<file path="src/rtl/ram_fifo_ctrl.sv">
// ram_fifo_ctrl: 64-entry FIFO wrapped around a single-port block RAM with a registered
// 1-cycle read. At most one RAM access per cycle; a head fetch takes priority over a write.
module ram_fifo_ctrl #(
    parameter int unsigned AW = 6,
    parameter int unsigned DW = 16
) (
    input  logic          CLK,
    input  logic          CLR,
    input  logic          flush,
    input  logic          wr_valid,
    output logic          wr_ready,
    input  logic [DW-1:0] wr_data,
    output logic          rd_valid,
    input  logic          rd_ready,
    output logic [DW-1:0] rd_data,
    output logic [AW:0]   count,
    output logic          full,
    output logic          empty,
    output logic          ram_en,
    output logic          ram_we,
    output logic          ram_clr,
    output logic [AW-1:0] ram_addr,
    output logic [DW-1:0] ram_di,
    input  logic [DW-1:0] ram_do
);

    localparam int unsigned DEPTH     = 2 ** AW;
    localparam logic [AW:0] DEPTH_CNT = (AW + 1)'(DEPTH);

    logic [AW-1:0] wr_ptr;
    logic [AW-1:0] rd_ptr;
    logic [AW:0]   ram_cnt;
    logic          inflight;
    logic          fetch;
    logic          wr_fire;
    logic          rd_fire;

    // Occupancy covers entries in the RAM, the one being read, and the output register.
    assign count = ram_cnt + (AW + 1)'(inflight) + (AW + 1)'(rd_valid);
    assign full  = (count == DEPTH_CNT);
    assign empty = (count == '0);

    assign fetch    = !rd_valid && !inflight && (ram_cnt != '0) && !flush;
    // CLR gating keeps the RAM port and the write handshake quiet while reset is held.
    assign wr_ready = CLR && !fetch && !flush && !full;
    assign wr_fire  = wr_valid && wr_ready;
    assign rd_fire  = rd_valid && rd_ready;

    always_comb begin
        ram_en   = 1'b0;
        ram_we   = 1'b0;
        ram_clr  = 1'b0;
        ram_addr = '0;
        ram_di   = '0;
        if (CLR) begin
            if (flush) begin
                ram_en  = 1'b1;
                ram_clr = 1'b1;
            end else if (fetch) begin
                ram_en   = 1'b1;
                ram_addr = rd_ptr;
            end else if (wr_fire) begin
                ram_en   = 1'b1;
                ram_we   = 1'b1;
                ram_addr = wr_ptr;
                ram_di   = wr_data;
            end
        end
    end

    always_ff @(posedge CLK or negedge CLR) begin
        if (!CLR) begin
            wr_ptr   <= '0;
            rd_ptr   <= '0;
            ram_cnt  <= '0;
            inflight <= 1'b0;
            rd_valid <= 1'b0;
            rd_data  <= '0;
        end else if (flush) begin
            wr_ptr   <= '0;
            rd_ptr   <= '0;
            ram_cnt  <= '0;
            inflight <= 1'b0;
            rd_valid <= 1'b0;
            rd_data  <= '0;
        end else begin
            if (wr_fire) begin
                wr_ptr  <= wr_ptr + 1'b1;
                ram_cnt <= ram_cnt + 1'b1;
            end else if (fetch) begin
                rd_ptr  <= rd_ptr + 1'b1;
                ram_cnt <= ram_cnt - 1'b1;
            end

            // inflight and rd_valid are never both set, so capture and consume cannot collide.
            if (inflight) begin
                rd_data  <= ram_do;
                rd_valid <= 1'b1;
                inflight <= 1'b0;
            end else begin
                inflight <= fetch;
                if (rd_fire) begin
                    rd_valid <= 1'b0;
                end
            end
        end
    end

endmodule

</file>
<file path="config.mk">
export PLATFORM = sky130hd
export DESIGN_NAME = ram_fifo_ctrl
export DESIGN_NICKNAME = d
export VERILOG_FILES = /design/src/rtl/ram_fifo_ctrl.sv
export SDC_FILE = /design/constraint.sdc
export NUM_CORES = 1
export LEC_CHECK = 0
export ABC_AREA = 1
export CORE_AREA = 3 3 78 80
export DETAILED_ROUTE_END_ITERATION = 6
export DIE_AREA = 0 0 81 83
export PLACE_DENSITY = 0.8
export SLEW_MARGIN = 10
export SYNTH_ARGS = -nofsm -noshare
export SYNTH_HDL_FRONTEND = slang
export SYNTH_SLANG_ARGS = --single-unit
</file>
<file path="constraint.sdc">
create_clock -name CLK -period 8.3 [get_ports CLK]
set_input_delay 1.245 -clock CLK [delete_from_list [all_inputs] [get_ports CLK]]
set_output_delay 1.245 -clock CLK [all_outputs]
set_load 0.01 [all_outputs]
</file>
==> impl_metrics.env, run 1 <==
export IMPL_setup_tns_ns=0
export IMPL_first_pass_grt_wire_length_um=10200
export IMPL_syn_num_nets=381
export IMPL_placement_rows=27
export IMPL_timing_critical_path_mode_cell="inv_1"
export IMPL_slew_headroom_pct=43.7
export IMPL_grt_ovfl_total=0
export IMPL_number_of_resized_instances_in_the_post_cts_repair_step=0
export IMPL_clock_insertion_delay_worst_skew_ns=0.29
export IMPL_insertedDiodeCount=0
export IMPL_drive_gt1_share_pct=9.07
export IMPL_drc=0
export IMPL_h_tree_depth=2
export IMPL_async_flop_share_pct=100
export IMPL_track_usage_pct=18.8
export IMPL_min_delay_path_class="reg -> reg"
export IMPL_crit_required_ns=7.05
export IMPL_hold_end="rd_data[13]"
export IMPL_clock_sinks=37
export IMPL_average_vias_per_placed_instance=4.89
export IMPL_nNetsFinal=465
export IMPL_critical_path_cell_chain="buf_2 -> inv_1 -> nor2_1 -> inv_1 -> nor2_4 -> nand3_4 -> a21oi_1 -> clkdlybuf4s50_1"
export IMPL_critical_path_max_stage_delay_ns=0.64
export IMPL_critical_path_max_fanout=39
export IMPL_criticalPathCategory="in -> out"
export IMPL_number_of_flops_mapped_to_enable_cells_by_yosys=0
export IMPL_hold_path_depth=2
export IMPL_cts_reportedPaths_clkPinSlew_ns=0.07
export IMPL_netlist_area_sq_mm=0.00245
export IMPL_layout_commonest_cell="clkdlybuf4s50_1"
export IMPL_hold_buffers=0
export IMPL_hpwlAfterDp_um=4490
export IMPL_final_antenna_net_count=0
export IMPL_netlist_cell_type_count=33
export IMPL_finalHoldViolations=0
export IMPL_detailedRoute_firstIterationViolations=63
export IMPL_ys_seq_area_share_pct=37.9
export IMPL_regToRegSetupSlack_ns=4.16
export IMPL_worst_setup_path_end_kind="output pin"
export IMPL_timing_critical_path_arrival_ns=3.86
export IMPL_dieWidth_um=81
export IMPL_final_cell_mix="clkdlybuf4s50_1 (87), nand2_1 (83), nand3_1 (52)"
export IMPL_power_leakage_nw=1.71
export IMPL_syn2layout_area_growth_pct=41.2
export IMPL_chipHeight_um=83
export IMPL_clock_tree_buffer_depth=2
export IMPL_finalWeightedCongestion=0.851
export IMPL_post_cts_buffers=0
export IMPL_min_from="rd_data[13]"
export IMPL_power_per_cell_area_mw_per_mm2=254
export IMPL_numCtsBuffers=5
export IMPL_crit_path_start_kind="input pin"
export IMPL_grt_pass1_vias=2336
export IMPL_setup_repair_after_global_routing_missed_its_margin="no"
export IMPL_outcome="completed"
export IMPL_regToRegEndpoint="ram_cnt[5]"
export IMPL_initial_cell_density_of_the_core_pct=44.7
export IMPL_layout_filler_cells=490
export IMPL_finalClockSkew_ns=0.00711
export IMPL_maxCapViolations=0
export IMPL_cts_tree="done"
export IMPL_routed_via_count=2400
export IMPL_synth_seq_cells=37
export IMPL_largest_net_degree_at_the_start_of_global_routing=40
export IMPL_antenna_found_initial=0
export IMPL_max_vdd_ir_drop_v=0.000164
export IMPL_final_routed_wirelength_um=5980
export IMPL_whs_ns=0.510
export IMPL_core_area_sq_mm=0.00547
export IMPL_place_port_buffers=88
export IMPL_min_period_ns=5.11
export IMPL_layout_worst_path_cycle_share_pct=61.5
export IMPL_slew_viol_final=0
export IMPL_setup_violations_final=0
export IMPL_synth_area_per_cell_sq_um=7.32
export IMPL_post_drt_wl_per_cell_um=12.2
export IMPL_yosys_most_used_dff="dfrtp_1"
export IMPL_timing_reg2reg_worst_path_depth=18
export IMPL_maxClockFrequency_ghz=0.196
export IMPL_dr_pass1_iters=4
export IMPL_post_synth_inst_count=334
export IMPL_r2r_start="inflight"
export IMPL_critPathSlowestCell="buf_2"
export IMPL_report_power_total_mw=0.876
export IMPL_count_of_synthesis_stage_warnings_from_yosys=0
export IMPL_worst_pin_slew_ns=0.844
export IMPL_die_area_sq_mm=0.00672
export IMPL_io_pins=89
export IMPL_ctsRootBufferMaster="clkbuf_8"
## state kept, by name (all words and copies together), names as in the netlist
name      flops
inflight      1
wr_ptr        6
rd_ptr        6
ram_cnt       7
rd_valid      1
rd_data      16
## critical path, delay by kind of cell
family	cells	cell delay, ns
and+or+nand+nor	3	0.79
buffers and inverters	4	1.58
AOI/OAI and AO/OA	1	0.26
## how the worst max path moves through the flow
stage                   from         end  depth (start not counted)
finish                   CLR      ram_en                          8
global route        inflight      ram_en                         13
CTS                      CLR      ram_en                          8
detailed placement       CLR      ram_en                          8
global placement         CLR      ram_en                          8
floorplan           inflight  ram_di[10]                         14
## area by class of cell
cell class                 count  area, sq um  area share (%)
clock inverter                 1         8.76           0.254
timing repair buffer          88          876            25.4
tap                           72         90.1            2.61
sequential                    37          926            26.8
multi-input combinational    232         1250            36.3
inverter                      54          203            5.87
clock buffer                   7         96.3            2.79
## synthesized netlist by cell type, types with 2 or more instances
master / count / area (sq um)
dfrtp_1: 37 / 926
ha_1: 8 / 100
nor2_1: 22 / 82.6
xor2_1: 6 / 52.6
fa_1: 2 / 40.0
nand2_2: 2 / 12.5
o21ai_1: 3 / 15.0
inv_1: 48 / 180
o21ai_0: 2 / 10.0
inv_2: 6 / 22.5
nand4_1: 9 / 56.3
nor3_1: 2 / 10.0
nor2_2: 13 / 81.3
xnor2_1: 5 / 43.8
nor2_4: 2 / 22.5
nand3_1: 52 / 260
buf_2: 2 / 10.0
nand2_1: 83 / 312
a21oi_1: 10 / 50.1
nand2_4: 2 / 22.5
buf_6: 2 / 22.5
buf_1: 5 / 18.8
## metal layers
| layer | share of wire, % | wire (um) | track usage, % |
|---|---|---|---|
| met1 | 42 | 2490 | 21.4 |
| met2 | 52 | 3130 | 33.2 |
| met3 | 5.3 | 315 | 4.34 |
| met4 | 0.79 | 47 | 7.37 |
| met5 | 0 | 0 | 0 |
## kinds of logic after synthesis
family          synth area share [%]
compound gates                  3.89
xor+xnor                        4.60
fa+ha+maj                       5.73
buf+inv                         10.8
flops                           37.9
simple gates                    37.1
## through the flow
stage / std cells / utilization, % / setup slack (ns) / cell area (sq um)
2_1_floorplan: 334 / - / 4.56 / 2450
3_3_place_gp: 483 / 61.2 / 3.21 / 3350
3_5_place_dp: 483 / 61.2 / 3.16 / 3350
4_1_cts: 491 / 63.1 / 3.15 / 3450
5_1_grt: 491 / 63.1 / 2.88 / 3450
6_report: 491 / 63.1 / 3.19 / 3450
## power breakdown
part | switching (mW) | internal [mW] | leakage (nW)
clock | 0.0642 | 0.0766 | 0.0549
sequential | 0.0479 | 0.219 | 0.501
combinational | 0.258 | 0.210 | 1.16
(Power assumes the default switching activity.)
==> inputs of run 2 (changes only) <==
clock period = 5 ns   (was 8.3 ns; I/O delays follow)
==> impl_metrics.env, run 2 (synthesized netlist as in run 1, its figures left out) <==
export IMPL_min_delay_path_class="in -> async"
export IMPL_finalWeightedCongestion=0.848
export IMPL_routed_via_count=2383
export IMPL_initial_cell_density_of_the_core_pct=44.7
export IMPL_layout_worst_path_cycle_share_pct=90.5
export IMPL_hold_buffers=0
export IMPL_setup_repair_after_global_routing_missed_its_margin="no"
export IMPL_grt_ovfl_total=0
export IMPL_h_tree_depth=2
export IMPL_average_vias_per_placed_instance=4.84
export IMPL_critPathSlowestCell="dfrtp_1"
export IMPL_max_vdd_ir_drop_v=0.000246
export IMPL_layout_commonest_cell="clkdlybuf4s50_1"
export IMPL_detailedRoute_firstIterationViolations=118
export IMPL_min_period_ns=4.52
export IMPL_setup_tns_ns=0
export IMPL_power_leakage_nw=1.72
export IMPL_final_cell_mix="clkdlybuf4s50_1 (87), nand2_1 (83), nand3_1 (52)"
export IMPL_core_area_sq_mm=0.00547
export IMPL_final_area_sq_mm=0.00346
export IMPL_die_area_sq_mm=0.00672
export IMPL_dp_cells=484
export IMPL_finalHoldViolations=0
export IMPL_place_port_buffers=88
export IMPL_critical_path_max_stage_delay_ns=0.68
export IMPL_post_drt_wl_per_cell_um=12.5
export IMPL_cts_reportedPaths_clkPinSlew_ns=0.08
export IMPL_insertedDiodeCount=0
export IMPL_report_power_total_mw=1.47
export IMPL_crit_required_ns=4.25
export IMPL_setup_violations_final=0
export IMPL_timing_critical_path_arrival_ns=3.77
export IMPL_syn2layout_area_growth_pct=41.5
export IMPL_dr_pass1_iters=6
export IMPL_fin_cells=492
export IMPL_ctsRootBufferMaster="clkbuf_8"
export IMPL_slew_viol_final=0
export IMPL_power_per_cell_area_mw_per_mm2=424
export IMPL_largest_register_ffs=16
export IMPL_nNetsFinal=466
export IMPL_post_cts_buffers=0
export IMPL_top_regs="rd_data x16, ram_cnt x7"
export IMPL_number_of_resized_instances_in_the_post_cts_repair_step=0
export IMPL_maxClockFrequency_ghz=0.221
export IMPL_cts_tree="done"
export IMPL_track_usage_pct=19.2
export IMPL_finalClockSkew_ns=0.00724
export IMPL_crit_path_start_kind="flip-flop"
export IMPL_placement_rows=27
export IMPL_outcome="completed"
export IMPL_clock_sinks=37
export IMPL_drc=0
export IMPL_chipHeight_um=83
export IMPL_first_pass_grt_wire_length_um=10400
export IMPL_criticalPathCategory="reg -> out"
export IMPL_numCtsBuffers=5
export IMPL_final_routed_wirelength_um=6130
export IMPL_clock_tree_buffer_depth=2
export IMPL_slew_headroom_pct=62.2
export IMPL_worst_setup_path_end_kind="output pin"
export IMPL_largest_net_degree_at_the_start_of_global_routing=39
export IMPL_antenna_found_initial=0
export IMPL_worst_pin_slew_ns=0.566
export IMPL_top_register="rd_data"
export IMPL_drive_gt1_share_pct=9.29
export IMPL_maxCapViolations=0
export IMPL_grt_pass1_vias=2313
export IMPL_io_pins=89
export IMPL_final_antenna_net_count=0
export IMPL_critical_path_cell_chain="inv_2 -> fa_1 -> inv_1 -> ha_1 -> nand3_2 -> nor2_1 -> nand2_1 -> nand2_1 -> nor2_2 -> nand2_4 -> nand3_4 -> a21oi_1 -> clkdlybuf4s50_1"
export IMPL_clock_insertion_delay_worst_skew_ns=0.29
export IMPL_placedInstanceArea_sq_mm=0.00336
export IMPL_dieWidth_um=81
export IMPL_timing_critical_path_mode_cell="nand2_1"
export IMPL_hpwlAfterDp_um=4620
export IMPL_critical_path_max_fanout=34
run 2: cell count changes in the layout (fill, tap and decap cells not counted), sizes merged:
cell,before,now
buf,1,2
run 2: layout make-up:
type	instances	area, sq um
Clock buffer	7	96.3
Tap cell	72	90.1
Timing Repair Buffer	89	883
Inverter	54	203
Clock inverter	1	8.76
Sequential cell	37	926
Multi-Input combinational cell	232	1250
Fill cell	485	2010
run 2: per-stage QoR:
stage / util [%] / hold WS [ns] / setup WS, ns
5_1_grt: 63.3 / 0.548 / 0.137
3_5_place_dp: 61.3 / 0.496 / 0.774
3_3_place_gp: 61.3 / 0.495 / 0.892
6_report: 63.3 / 0.513 / 0.476
4_1_cts: 63.3 / 0.516 / 0.448
2_1_floorplan: - / 0.454 / 1.47
run 2: critical path, delay by kind of cell (launching register included):
family	cells	cell delay, ns
buffers and inverters	3	0.93
flip-flops	1	0.68
AND/OR/NAND/NOR	7	0.93
adder cells (fa/ha/maj)	2	0.68
AO/OA/AOI/OAI	1	0.26
run 2: layer usage:
| metal | wire length, um | track usage (%) | part of all wire (%) | up-vias |
|---|---|---|---|---|
| met1 | 2700 | 24.6 | 44 | 1090 |
| li1 | - | - | - | 1223 |
| met4 | 36 | 4.61 | 0.59 | 0 |
| met3 | 326 | 3.58 | 5.3 | 2 |
| met2 | 3060 | 33.0 | 50 | 68 |
| met5 | 0 | 0 | 0 | - |
run 2: power breakdown:
group	leakage [nW]	switching (mW)	internal (mW)
combinational	1.16	0.433	0.351
clock	0.0549	0.113	0.127
sequential	0.501	0.0799	0.364
total	1.72	0.625	0.842
run 2: final timing paths:
check	from	endpoint	slack, ns	depth (start not counted)
setup / recovery	inflight	ram_en	0.48	13
hold / removal	CLR	rd_ptr[5]	0.51	2
setup reg to reg	inflight	ram_cnt[5]	0.95	18
hold reg to reg	rd_data[1]	rd_data[1]	0.51	2
max in group asynchronous	CLR	wr_ptr[3]	4.14	2
min in group CLK	rd_data[1]	rd_data[1]	0.51	2
